## src/rtl/reg_arb_pkg.sv

```systemverilog
// reg_arb_pkg: shared state encoding and register bank geometry
package reg_arb_pkg;
  typedef enum logic {ST_ARB = 1'b0, ST_LOCKED = 1'b1} arb_state_t;
  localparam int REG_ADDR_W = 4;
  localparam int REG_DATA_W = 4;
endpackage

```

## src/rtl/rr_pick.sv

```systemverilog
// rr_pick: combinational round-robin picker, first request at or after ptr wins
module rr_pick #(
  parameter int N = 3,
  localparam int PW = (N > 1) ? $clog2(N) : 1
) (
  input  logic [N-1:0]  req,
  input  logic [PW-1:0] ptr,
  output logic [N-1:0]  gnt,
  output logic [PW-1:0] idx,
  output logic          any
);
  // scan from the farthest offset down so the nearest request to ptr is the last write
  always_comb begin
    int j;
    j = 0;
    gnt = '0;
    idx = '0;
    any = 1'b0;
    for (int k = N - 1; k >= 0; k--) begin
      j = (int'(ptr) + k) % N;
      if (req[j]) begin
        gnt = '0;
        gnt[j] = 1'b1;
        idx = PW'(j);
        any = 1'b1;
      end
    end
  end
endmodule

```

## src/rtl/reg_bank_arbiter.sv

```systemverilog
// reg_bank_arbiter: round-robin access arbiter for the single-port register bank with atomic locks
module reg_bank_arbiter
  import reg_arb_pkg::*;
#(
  parameter int NUM_REQ  = 3,
  parameter int DATA_W   = REG_DATA_W,
  parameter int ADDR_W   = REG_ADDR_W,
  parameter int MAX_LOCK = 8
) (
  input  logic                      clk,
  input  logic                      rst,
  input  logic [NUM_REQ-1:0]        req,
  input  logic [NUM_REQ-1:0]        we,
  input  logic [NUM_REQ-1:0]        lock,
  input  logic [NUM_REQ*ADDR_W-1:0] addr,
  input  logic [NUM_REQ*DATA_W-1:0] wdata,
  output logic [NUM_REQ-1:0]        gnt,
  output logic [NUM_REQ-1:0]        rvalid,
  output logic [DATA_W-1:0]         rdata,
  output logic                      bank_readEn,
  output logic                      bank_writeEn,
  output logic [ADDR_W-1:0]         bank_addr,
  output logic [DATA_W-1:0]         bank_wdata,
  input  logic [DATA_W-1:0]         bank_rdata
);
  localparam int PW = (NUM_REQ > 1) ? $clog2(NUM_REQ) : 1;
  localparam int CW = $clog2(MAX_LOCK + 1);

  arb_state_t    state, state_nx;
  logic [PW-1:0] ptr, ptr_nx, owner, owner_nx, pick_idx, sel_idx;
  logic [CW-1:0] lock_cnt, cnt_nx;
  logic [NUM_REQ-1:0] pick_gnt;
  logic          pick_any, sel_any;

  function automatic logic [PW-1:0] next_ptr(input logic [PW-1:0] i);
    return (int'(i) == NUM_REQ - 1) ? '0 : i + PW'(1);
  endfunction

  rr_pick #(.N(NUM_REQ)) u_pick (
    .req(req),
    .ptr(ptr),
    .gnt(pick_gnt),
    .idx(pick_idx),
    .any(pick_any)
  );

  // next-state, grant and lock bookkeeping; lock_cnt counts grants in the current locked run
  always_comb begin
    state_nx = state;
    ptr_nx   = ptr;
    owner_nx = owner;
    cnt_nx   = lock_cnt;
    gnt      = '0;
    sel_idx  = pick_idx;
    sel_any  = 1'b0;
    if (state == ST_LOCKED) begin
      sel_idx = owner;
      if (req[owner]) begin
        gnt[owner] = 1'b1;
        sel_any    = 1'b1;
        if (lock[owner] && (int'(lock_cnt) + 1 < MAX_LOCK)) begin
          cnt_nx = lock_cnt + CW'(1);
        end else begin
          state_nx = ST_ARB;
          cnt_nx   = '0;
          ptr_nx   = next_ptr(owner);
        end
      end else begin
        state_nx = ST_ARB;
        cnt_nx   = '0;
        ptr_nx   = next_ptr(owner);
      end
    end else if (pick_any) begin
      gnt     = pick_gnt;
      sel_any = 1'b1;
      ptr_nx  = next_ptr(pick_idx);
      if (lock[pick_idx] && MAX_LOCK > 1) begin
        state_nx = ST_LOCKED;
        owner_nx = pick_idx;
        cnt_nx   = CW'(1);
      end
    end
  end

  // bank drive: granted requester's fields, all zero when idle
  always_comb begin
    bank_writeEn = sel_any & we[sel_idx];
    bank_readEn  = sel_any & ~we[sel_idx];
    bank_addr    = sel_any ? addr[int'(sel_idx)*ADDR_W +: ADDR_W] : '0;
    bank_wdata   = sel_any ? wdata[int'(sel_idx)*DATA_W +: DATA_W] : '0;
  end

  assign rdata = bank_rdata;

  // arbiter state and one-cycle-delayed read valid
  always_ff @(posedge clk or negedge rst) begin
    if (!rst) begin
      state    <= ST_ARB;
      ptr      <= '0;
      owner    <= '0;
      lock_cnt <= '0;
      rvalid   <= '0;
    end else begin
      state    <= state_nx;
      ptr      <= ptr_nx;
      owner    <= owner_nx;
      lock_cnt <= cnt_nx;
      rvalid   <= gnt & ~we;
    end
  end
endmodule

```

## config.mk

```make
export PLATFORM = sky130hd
export DESIGN_NAME = reg_bank_arbiter
export DESIGN_NICKNAME = d
export VERILOG_FILES = /design/src/rtl/reg_arb_pkg.sv /design/src/rtl/rr_pick.sv /design/src/rtl/reg_bank_arbiter.sv
export SDC_FILE = /design/constraint.sdc
export NUM_CORES = 1
export LEC_CHECK = 0
export CORE_MARGIN = 1
export CORE_UTILIZATION = 25
export CTS_CLUSTER_DIAMETER = 100
export DETAILED_ROUTE_END_ITERATION = 10
export GPL_ROUTABILITY_DRIVEN = 0
export GPL_TIMING_DRIVEN = 0
export MAX_ROUTING_LAYER = met4
export RECOVER_POWER = 50
export SLEW_MARGIN = 0
export SYNTH_ARGS = -nofsm -noshare
export SYNTH_HDL_FRONTEND = slang
export SYNTH_SLANG_ARGS = --single-unit
export TNS_END_PERCENT = 5
```

## constraint.sdc

```tcl
create_clock -name clk -period 6.8 [get_ports clk]
set_input_delay 0.68 -clock clk [delete_from_list [all_inputs] [get_ports clk]]
set_output_delay 0.68 -clock clk [all_outputs]
set_load 0.02 [all_outputs]
```

# Word-level counts from Yosys, hierarchy flattened
# Index checks and enable logic that the tools add are counted.
[word_totals] output_inout_bits=20 elab_cells=105 input_bits=39 ff_bits=12
[op_classes] shifts=2 add_sub_neg=6 div=3 n_eq_ne=3 n_reduce_logical=10 n_lt_le_gt_ge=11 bitwise=6 muxes=59
[ops] operator="32-bit by 1-bit greater-or-equal comparator with 1-bit output, second input constant" count=3
[ops] operator="32-bit by 4-bit less-than comparator with 1-bit output, second input constant" count=3
[ops] operator="32-bit by 3-bit modulo with 32-bit output, second input constant" count=2
[ops] operator="3-bit by 3-bit modulo with 32-bit output, second input constant" count=1
[ops] operator="4-bit 2-to-1 mux" count=7
[ops] operator="1-bit 2-to-1 mux" count=25
[ops] operator="12-bit by 5-bit variable part select with 4-bit output" count=2
[ops] operator="2-bit 2-to-1 mux" count=10
[ops] operator="3-bit 2-to-1 mux" count=6
[ops] operator="1-bit binary-select mux with 2-bit select" count=7
[ops] operator="2-bit by 3-bit less-than comparator with 1-bit output, second input constant" count=3
[ops] operator="1-bit demux with 2-bit select" count=4
[ops] operator="4-bit by 1-bit adder with 5-bit output, second input constant" count=1
[ops] operator="1-bit logical AND" count=5
[ops] operator="5-bit by 4-bit less-than comparator with 1-bit output, second input constant" count=1
[ops] operator="2-bit by 1-bit adder with 2-bit output, second input constant" count=2
[ops] operator="4-bit by 1-bit adder with 4-bit output, second input constant" count=1
[ops] operator="2-bit equality test, second input constant" count=2
[ops] operator="2-bit AND reduction" count=2
[ops] operator="2-bit nonzero test" count=2
[ops] operator="2-bit by 1-bit adder with 3-bit output, second input constant" count=1
[ops] operator="2-bit by 2-bit adder with 3-bit output, second input constant" count=1
[ops] operator="3-bit bitwise AND" count=1
[ops] operator="3-bit inequality test, second input constant" count=1
[ops] operator="5 further kinds" count=7

# Depth between registers and ports, before layout
# Gate-level depths: netlist of run 1.
[logic_depth] depth_word=13 mapped_depth=10 ltp_nobuf=8

# Hierarchy
# Synthesis of run 1 repeated with hierarchy kept, for this count alone.
[unflattened] hier_cells=146 hier_area_um2=1303.8
[by_module_without_submodules] module="reg_bank_arbiter" n_inst=1 area_per_inst_um2=958.4 cells_each=101
[by_module_without_submodules] module="rr_pick" n_inst=1 area_per_inst_um2=345.3 cells_each=45

# Worst setup path before layout of run 1
# Ideal clock, no wire load.
[synth_timing] path_type="register to output" start="register ptr[0]" end="output bank_addr[0]" stages_incl_launch_ff=11 path_slack_ns=3.732 arrival_ns=2.388 path_buffers=2 t_required_ns=6.120 path_cell_list="dfrtp_1 -> inv_1 -> ha_1 -> buf_4 -> mux2i_1 -> o21ai_1 -> o311a_4 -> o41ai_1 -> nor2b_1 -> buf_4 -> a221o_1"
[synth_via] elab_chain_len=11
[synth_lines] item="start, declared" line_no="reg_bank_arbiter.sv:30" source="logic [PW-1:0] ptr, ptr_nx, owner, owner_nx, pick_idx, sel_idx;"
[synth_lines] item="start signal, assigned" line_no="reg_bank_arbiter.sv:105" source="ptr <= ptr_nx;"
[synth_lines] item="2-bit by 2-bit adder with 3-bit output" line_no="rr_pick.sv:20" source="j = (int'(ptr) + k) % N;"
[synth_lines] item="32-bit by 3-bit modulo with 32-bit output" line_no="rr_pick.sv:20"
[synth_lines] item="1-bit binary-select mux with 2-bit select" line_no="rr_pick.sv:21" source="if (req[j]) begin"
[synth_lines] item="1-bit 2-to-1 mux (not written as such) (2 in a row)" line_no="rr_pick.sv:21"
[synth_lines] item="2-bit 2-to-1 mux / 1-bit 2-to-1 mux (equally long branches) (3 in a row)" line_no="rr_pick.sv:21"
[synth_lines] item="2-bit 2-to-1 mux / 1-bit 2-to-1 mux (equally long branches)" line_no="reg_bank_arbiter.sv:56, reg_bank_arbiter.sv:73"
[synth_lines] item="12-bit by 5-bit variable part select with 4-bit output / 1-bit 2-to-1 mux (equally long branches)" line_no="reg_bank_arbiter.sv:89, reg_bank_arbiter.sv:56"
[synth_lines] item="4-bit 2-to-1 mux (*)" line_no="reg_bank_arbiter.sv:89" source="bank_addr = sel_any ? addr[int'(sel_idx)*ADDR_W +: ADDR_W] : '0;"
[synth_lines] item="end, declared" line_no="reg_bank_arbiter.sv:22" source="output logic [ADDR_W-1:0] bank_addr,"
# Mark *: on every way between the ends. The rest lies on a longest branch, timed or not. The select of a mux whose other input is x is not followed.

# Worst setup path in the final report of run 1
[layout_timing] start="input req[1]" end="output bank_addr[1]"
[layout_via] elab_chain_len=9
[layout_lines] item="start, declared" line_no="reg_bank_arbiter.sv:12" source="input logic [NUM_REQ-1:0] req,"
[layout_lines] item="1-bit binary-select mux with 2-bit select" line_no="rr_pick.sv:21"
[layout_lines] item="1-bit 2-to-1 mux (not written as such) (2 in a row)" line_no="rr_pick.sv:21"
[layout_lines] item="2-bit 2-to-1 mux / 1-bit 2-to-1 mux (equally long branches) (3 in a row)" line_no="rr_pick.sv:21"
[layout_lines] item="2-bit 2-to-1 mux / 1-bit 2-to-1 mux (equally long branches)" line_no="reg_bank_arbiter.sv:56, reg_bank_arbiter.sv:73"
[layout_lines] item="12-bit by 5-bit variable part select with 4-bit output / 1-bit 2-to-1 mux (equally long branches)" line_no="reg_bank_arbiter.sv:89, reg_bank_arbiter.sv:56"
[layout_lines] item="4-bit 2-to-1 mux (*)" line_no="reg_bank_arbiter.sv:89"
# Marked as above.

==> flow_summary.yaml, run 1 <==
yosys:
  synth_commonest_cells: "dfrtp_1, inv_1, nor3b_1, o21ai_0"
  ys_seq_elements: 12
  ys_types: 49
  synth_compound_area_share_pct: 29.0
  seq_area_frac_synth_pct: 23.5
  synth.most_common_cell: "dfrtp_1"
  synth_edf_count: 0
  ys_async_sr_fraction_pct: 100
  ys_warn_count: 0
  netlist_top_cells_area: "dfrtp_1, a221o_1, mux2i_1"
  synth_mux_area_share_pct: 11.9
  synth_xor_area_share_pct: 0
  syn_nets: 189
  synth_adder_area_share_pct: 4.90
  synth_top_area_share_pct: 23.5
  synth-simple-area-share_pct: 22.9
  syn_inst: 145
  yosysTopAreaCell: "dfrtp_1"
  synth_top_family_by_area: "compound AO/OA/AOI/OAI gates"
  synth_area_um2: 1280
  ys.flop_type: "dfrtp_1"
  syn_avg_cell_area_um2: 8.81
clock_tree:
  cts-resized-gates: 0
  cts_root_buffer: "clkbuf_8"
  clock_latency_ns: 0.24
  cts_tree: "done"
  ctsHtreeMaxLevel: 1
  cts.clk_slew.worst_paths_ns: 0.05
  numCtsBuffers: 3
  clock-sinks: 12
  cts.path.max_buffers: 2
  postCtsHoldBufs: 0
  post_cts_buffers: 0
power:
  internal_power_mw: 0.495
  p_sw_mw: 0.449
  clkPwrFrac_pct: 8.2
  p_leak_nw: 0.777
  power_frac_seq_pct: 12.3
  combPwrFrac_pct: 79.4
  swShare_pct: 47.6
  powerDensity_nw_per_um2: 484
  ir_worst_vdd_uv: 171
  finalPower_mw: 0.944
grt:
  antenna_found_initial: 0
  grt_pass1_vias: 1244
  grt_pass1_wl_um: 6000
  grt_overflow: 0
  grt_max_degree: 13
  grt_usage_pct: 14.8
routing:
  ant_nets: 0
  drtIter0Drc: 86
  vias: 1334
  routed_wl_um: 3720
  dr.pass1.iters: 4
  drc_errors: 0
  viasPerCell: 4.94
  wl_per_cell_um: 13.8
setup_path:
  critPathSlowestCell: "dlygate4sd3_1"
  cp-endpoint: "bank_addr[1]"
  end_kind: "primary output"
  critPathArrivalTime_ns: 3.78
  path_class: "in -> out"
  cp_cell_sequence: "dlygate4sd3_1 -> mux2i_1 -> o21ai_0 -> nor2_1 -> o41ai_1 -> nor2b_1 -> buf_4 -> a221o_1 -> clkdlybuf4s50_1"
  startpoint: "req[1]"
  slowest_delay_ns: 0.72
  r2r_cells: 9
  cp-start-kind: "primary input"
  r2r_end: "owner[0]"
  r2r_start: "ptr[0]"
  path_max_fanout: 8
  path_buf_inv: 3
  cp_top_family: "buffers and inverters"
  required_ns: 6.12
  reg2reg_slack_ns: 3.90
  path_depth: 9
timing:
  max_clock_freq_mhz: 224
  hold_viol_final: 0
  finalSetupViolCount: 0
  rsz0062_at_grt: "false"
  tns_ns: 0
  hold_ws_ns: 0.569
  slew_violations: 0
  tightest_slew_ns: 0.689
  max-slew-margin-rel_pct: 53.8
  finalCriticalPeriod_ns: 4.46
  fin_crit_sh_pct: 65.6
  clock_skew_ns: 0.00478
  final.setup.worst_slack_ns: 2.34
cells_and_area:
  fill_cells: 511
  synthToLayoutAreaGrowth_pct: 52.9
  drive_gt1_share_pct: 10.8
  diodes: 0
  nets: 248
floorplanning:
  io_pins: 59
  fp.dieW_um: 73.5
  core_um2: 4820
  rows: 25
  start_util_pct: 26.5
  die_area_um2: 5400
  die_y_um: 73.5
placed_design:
  hpwl_um: 2960
  port-buffer-count: 54
  place_ws_ns: 2.43
outcome:
  status: "finished clean"
hold_path:
  hp-class: "reg -> reg"
  hold_depth: 1
run:
  cap_violations: 0
-- flip-flops by register name, indices dropped and copies added, names as in the netlist --
signal / cells
ptr: 2
lock_cnt: 4
owner: 2
state: 1
rvalid: 3
-- area by class of cell --
cell class	count	area, um^2	share of cell area (%)
flip-flops and latches	12	300	15.4
clock buffers	4	55.1	2.82
inverters	10	37.5	1.92
multi-input cells	113	873	44.7
plain buffers	10	62.6	3.20
repair buffers	54	541	27.7
well taps	67	83.8	4.29
-- metrics by stage --
step           utilization, %  area [um^2]  cells
4_1_cts                  40.6         1960    270
5_1_grt                  40.5         1950    270
6_report                 40.5         1950    270
3_3_place_gp             39.5         1900    266
3_5_place_dp             39.5         1900    266
2_1_floorplan               -         1280    145
-- routing by layer --
metal	GRT usage (%)	up-vias	part of all wire, %
met4	5.98	0	1.5
met2	20.8	37	46
met1	20.8	632	48
met5	-	-	0
li1	-	660	-
met3	2.47	5	4.5
-- placed cells by master, fill, tap and decap left out, drive strengths merged, types with 5 or more instances in the layout --
cell,instances
clkdlybuf4s50,45
ha,5
mux2i,9
a221o,8
nor3b,10
buf,8
inv,10
nor2b,8
o21ai,11
clkbuf,6
nand3,5
nor2,8
nand2,7
dfrtp,12
dlygate4sd3,9
-- worst min-delay path by stage --
stage,startpoint,end,slack (ns)
final,lock_cnt[0],lock_cnt[0],0.57
after global routing,lock_cnt[3],lock_cnt[3],0.59
after CTS,lock_cnt[0],lock_cnt[0],0.57
after detailed placement,lock_cnt[0],lock_cnt[0],0.55
after global placement,lock_cnt[0],lock_cnt[0],0.54
after floorplan,rst,lock_cnt[0],0.38
-- cell families after synthesis --
logic type / count (synthesis)
compound gates: 45
fa+ha+maj: 5
buf+inv: 20
flops: 12
mux: 13
simple gates: 50
-- power by group through the flow --
stage / logic (mW) / registers, mW / clock network, mW
detailed placement: 0.751 / 0.119 / 0
global placement: 0.753 / 0.118 / 0
CTS: 0.755 / 0.117 / 0.0793
finish: 0.750 / 0.117 / 0.0779
floorplan: 0.492 / 0.122 / 0
global route: 0.816 / 0.122 / 0.0828
Power figures use the tool's default switching activity.
==> run 2: changes to the inputs <==
==> constraint.sdc (replaced) <==
create_clock -name clk -period 4.28 [get_ports clk]
set_input_delay 0.428 -clock clk [delete_from_list [all_inputs] [get_ports clk]]
set_output_delay 0.428 -clock clk [all_outputs]
set_load 0.02 [all_outputs]
==> run 2 against run 1 <==
Net effect: sequential power is 58% higher; combinational power rose by 60%; non-clock buffer count unchanged; die area unchanged; clock power rose by 59%; clock-buffer cell count unchanged; clock skew hardly changed; largest cell class unchanged; highest routed layer unchanged.
==> flow_summary.yaml, run 2 (synthesized netlist as in run 1, its figures left out) <==
cells_and_area:
  final_common_cell: "clkdlybuf4s50_1"
  drive_gt1_share_pct: 10.8
  reg.largest.list: "lock_cnt (4), rvalid (3)"
  layout_common_cells: "clkdlybuf4s50_1, dfrtp_1, inv_1, nor3b_1, o21ai_0"
  diodes: 0
  nets: 248
  fin_util_pct: 40.6
  synthToLayoutAreaGrowth_pct: 53.2
  regMostFlops: "lock_cnt"
  largest_reg_flops: 4
grt:
  grt_max_degree: 13
  antenna_found_initial: 0
  grt_pass1_vias: 1244
  grt_pass1_wl_um: 6000
  grt_overflow: 0
  grt_usage_pct: 14.8
floorplanning:
  start_util_pct: 26.5
  die_y_um: 73.5
  fp.dieW_um: 73.5
  rows: 25
  die_area_um2: 5400
  io_pins: 59
  core_um2: 4820
placed_design:
  hpwl_um: 2960
  port-buffer-count: 54
timing:
  finalSetupViolCount: 0
  tns_ns: 0
  hold_ws_ns: 0.569
  max-slew-margin-rel_pct: 55.9
  max_clock_freq_mhz: 254
  rsz0062_at_grt: "false"
  clock_skew_ns: 0.00508
  slew_violations: 0
  finalCriticalPeriod_ns: 3.94
  tightest_slew_ns: 0.655
  fin_crit_sh_pct: 92.1
  hold_viol_final: 0
power:
  internal_power_mw: 0.789
  finalPower_mw: 1.51
  ir_worst_vdd_uv: 281
  combPwrFrac_pct: 79.5
  p_leak_nw: 0.781
  clkPwrFrac_pct: 8.2
  swShare_pct: 47.6
  powerDensity_nw_per_um2: 770
  power_frac_seq_pct: 12.3
  p_sw_mw: 0.717
setup_path:
  critPathSlowestCell: "clkdlybuf4s50_1"
  cp-start-kind: "flip-flop"
  required_ns: 3.85
  critPathArrivalTime_ns: 3.51
  cp_top_family: "buffers and inverters"
  end_kind: "primary output"
  path_class: "reg -> out"
  slowest_delay_ns: 0.54
  path_max_fanout: 10
  cp_cell_sequence: "inv_1 -> ha_1 -> mux2_1 -> a22oi_1 -> a31oi_1 -> nor2_1 -> buf_2 -> nor3b_1 -> a221o_1 -> clkdlybuf4s50_1"
  path_buf_inv: 3
clock_tree:
  cts_tree: "done"
  clock-sinks: 12
  cts_root_buffer: "clkbuf_8"
  cts.path.max_buffers: 2
  ctsHtreeMaxLevel: 1
  post_cts_buffers: 0
  cts.clk_slew.worst_paths_ns: 0.05
  numCtsBuffers: 3
  clock_latency_ns: 0.24
run:
  cap_violations: 0
routing:
  dr.pass1.iters: 4
  drc_errors: 0
  vias: 1327
  viasPerCell: 4.91
  routed_wl_um: 3730
  drtIter0Drc: 100
  wl_per_cell_um: 13.8
  ant_nets: 0
outcome:
  status: "finished clean"
hold_path:
  hp-class: "reg -> reg"
[run 2: changes by cell type in the layout (fill, tap and decap cells not counted), sizes merged]
cell / before / now
clkdlybuf4s50: 45 / 46
dlygate4sd3: 9 / 8
[run 2: path summary, 6_finish.rpt]
kind	cells past startpoint	from	to	slack, ns
max reg2reg	9	ptr[1]	owner[0]	1.51
max	10	ptr[0]	bank_addr[1]	0.34
min reg2reg	1	lock_cnt[0]	lock_cnt[0]	0.57
min in group asynchronous	1	rst	lock_cnt[2]	0.60
min	1	lock_cnt[0]	lock_cnt[0]	0.57
max in group asynchronous	1	rst	owner[1]	3.32
[run 2: power by group through the flow]
stage | registers [mW] | clock network, mW | logic, mW
final | 0.185 | 0.124 | 1.20
after global routing | 0.193 | 0.132 | 1.30
after CTS | 0.186 | 0.126 | 1.20
after detailed placement | 0.188 | 0 | 1.19
after global placement | 0.187 | 0 | 1.20
after floorplan | 0.193 | 0 | 0.782
[run 2: repair_timing]
item                                    4_1_cts  5_1_grt
hold endpoints to repair                      0        0
endpoints found under the setup margin        0        8
gates resized for setup                       0        1
hold buffers                                  0        0
[run 2: area by class of cell]
class | instances | area, um^2
fill | 513 | 2860
multi-input combinational | 113 | 877
timing repair buffer | 54 | 541
sequential | 12 | 300
tap | 67 | 83.8
buffer | 10 | 62.6
clock buffer | 4 | 55.1
inverter | 10 | 37.5
[run 2: layer usage]
metal	global-route usage (%)	part of all wire [%]	routed length [um]	up-vias
met3	2.47	3.5	129	5
met5	-	0	0	-
met2	20.8	45	1690	28
li1	-	-	-	658
met4	5.98	1.5	57	0
met1	20.8	49	1850	636
[run 2: through the flow]
stage               setup WS (ns)  area (um^2)  instances
global route               0.0696         1960        270
global placement            0.396         1900        266
finish                      0.340         1960        270
floorplan                    1.46         1280        145
detailed placement          0.414         1900        266
CTS                         0.282         1960        270
==> run 3: changes to the inputs <==
--- a/config.mk
+++ b/config.mk
@@ -5,6 +5,7 @@
 export SDC_FILE = /design/constraint.sdc
 export NUM_CORES = 1
 export LEC_CHECK = 0
+export CAP_MARGIN = 20
 export CORE_MARGIN = 1
 export CORE_UTILIZATION = 25
 export CTS_CLUSTER_DIAMETER = 100
==> results of run 3 <==
Final layout, timing and power as in run 2 (identical DEF).
==> edit: new RTL, config.mk and constraints of run 3 <==
The parameter `NUM_REQ` goes from 3 to 5.
--- a/src/rtl/reg_bank_arbiter.sv
+++ b/src/rtl/reg_bank_arbiter.sv
@@ -3,5 +3,5 @@
   import reg_arb_pkg::*;
 #(
-  parameter int NUM_REQ  = 3,
+  parameter int NUM_REQ  = 5,
   parameter int DATA_W   = REG_DATA_W,
   parameter int ADDR_W   = REG_ADDR_W,
Interface: changed (7 resized); port bits go from 59 to 85. No check against the original RTL was run, so the function may have changed too.
==> edit against run 3 <==
Worst hold slack got worse by 28 ps; worst setup slack got worse by 1600 ps; die area rose to 3.0 times the old value; synthesized cell count rose to 3.7 times the old value; utilization fell by 0.50 points; routed wire length rose to 4.0 times the old value; highest routed layer unchanged; count of clock-buffer cells in the layout did not move; register-to-register slack got worse by 2100 ps; synthesized area rose to 3.1 times the old value; design area rose to 3.1 times the old value; sequential cell count rose by 4; the run now ends with setup timing left.
Power is left out: the tool's default activity adds up to more than one toggle a clock period on the data nets, which glitch-free logic cannot reach.
==> edit: results (changes against run 3) <==
drt pass-1 iters=5 (+1); Synth Area in Adders=0.0978 (+0.0488); Cell Area, Placed=0.00515 mm2 (+170%); worst-path fanout max=6 (-4); status=finished, violations left; ratio of cells with drive above 1 in the final layout=0.326 (+0.218); crit path launch=ptr[1]$_DFFE_PN0P_; number of buffers added on ports=78 (+44%); biggest regs=rvalid: 5 flops, lock_cnt: 4 flops; proportion of synthesized area in mux cells=0.0950 (-0.0236); Mapped Nets=624 (+230%); Commonest cells post-synth=57 x nor2_1, 44 x nand2_1, 33 x a21oi_1; Reg2Reg Depth=25 (+16); failing checks=setup timing; xor/xnor share of the synthesized area=0.0200 (+0.0200); CP endpoint=bank_writeEn; relative slew slack=0.470 (-0.0890); post-route setup slack=-1240 ps (-1580 ps); Final Net Count=772 (+210%); WP data arrival=5090 ps (+1580 ps); total track usage=0.182 (+0.0340); CP delay by family, top=compound AO/OA/AOI/OAI gates; final setup fails=31 (+31); vias in the first global route=4374 (+250%); drt wl/cell=16.8 um (+22%); fill cell count=1599 (+210%); slowest CP cell=dfrtp_2; CP max stage delay=410 ps (-130 ps); RR Endpoint=ptr[2]$_DFFE_PN0P_; global-route wire length before repair=23100 um (+290%); DR iter-0 viols=335 (+240%)
-- edit: layout make-up --
type | count | area share
tap | 211 | 0.0430
multi-input combinational | 458 | 0.611
timing repair buffer | 146 | 0.204
inverter | 25 | 0.0222
sequential | 16 | 0.0658
clock buffer | 4 | 0.0128
buffer | 31 | 0.0411
-- edit: cell families (layout without fill, tap and decap cells) --
family | after synthesis | count (layout)
mux | 34 | 34
buf+inv | 59 | 206
simple gates | 211 | 211
fa+ha+maj | 31 | 31
compound gates | 173 | 173
flops | 16 | 16
xor+xnor | 9 | 9
-- edit: worst min path at each step --
| stage | start | to | cells past startpoint |
|---|---|---|---|
| finish | lock_cnt[3]$_DFFE_PN0P_ | lock_cnt[3]$_DFFE_PN0P_ | 1 |
| global route | lock_cnt[2]$_DFFE_PN0P_ | lock_cnt[2]$_DFFE_PN0P_ | 1 |
| CTS | lock_cnt[3]$_DFFE_PN0P_ | lock_cnt[3]$_DFFE_PN0P_ | 1 |
| detailed placement | lock_cnt[3]$_DFFE_PN0P_ | lock_cnt[3]$_DFFE_PN0P_ | 1 |
| global placement | lock_cnt[3]$_DFFE_PN0P_ | lock_cnt[3]$_DFFE_PN0P_ | 1 |
| floorplan | rst | lock_cnt[0]$_DFFE_PN0P_ | 0 |
-- edit: worst register-to-register path, cell delays in order, from the launching register on --
cell and delay, ps:
dfrtp_2 410, clkbuf_16 160, clkinv_8 60, buf_4 140, ha_4 200, o21a_1 190, a21o_1 220, xnor2_2 200
ha_2 240, nand2b_4 70, a211oi_4 200, buf_6 160, xnor2_4 180, mux2i_2 310, o22ai_2 170, or2_4 270
a211o_1 280, a32oi_4 250, buf_4 160, buf_4 140, inv_1 70, ha_1 210, nor2_1 100, mux2i_1 70
a21oi_1 160, mux2_2 170
-- edit: per-stage QoR --
stage | util | setup WS, ps | hold WS, ps | std cells
5_1_grt | 0.401 | -1420 | 571 | 891
2_1_floorplan | - | -1080 | 132 | 533
6_report | 0.401 | -1240 | 541 | 891
3_5_place_dp | 0.337 | -2360 | 536 | 822
3_3_place_gp | 0.337 | -2330 | 533 | 822
4_1_cts | 0.376 | -1400 | 547 | 863
-- edit: per-layer routing --
| layer | global-route usage | part of all wire | wire (um) | up-vias |
|---|---|---|---|---|
| li1 | - | - | - | 2299 |
| met1 | 0.252 | 0.45 | 6690 | 2295 |
| met2 | 0.296 | 0.49 | 7400 | 157 |
| met3 | 0.00921 | 0.041 | 611 | 22 |
| met4 | 0.0308 | 0.019 | 280 | 0 |
| met5 | - | 0 | 0 | - |
-- edit: timing repair --
action                     CTS  global route
cloned                       0             0
resized for setup          107            63
pin swaps                   21            33
buffers inserted            39            29
setup endpoints to repair   31            31
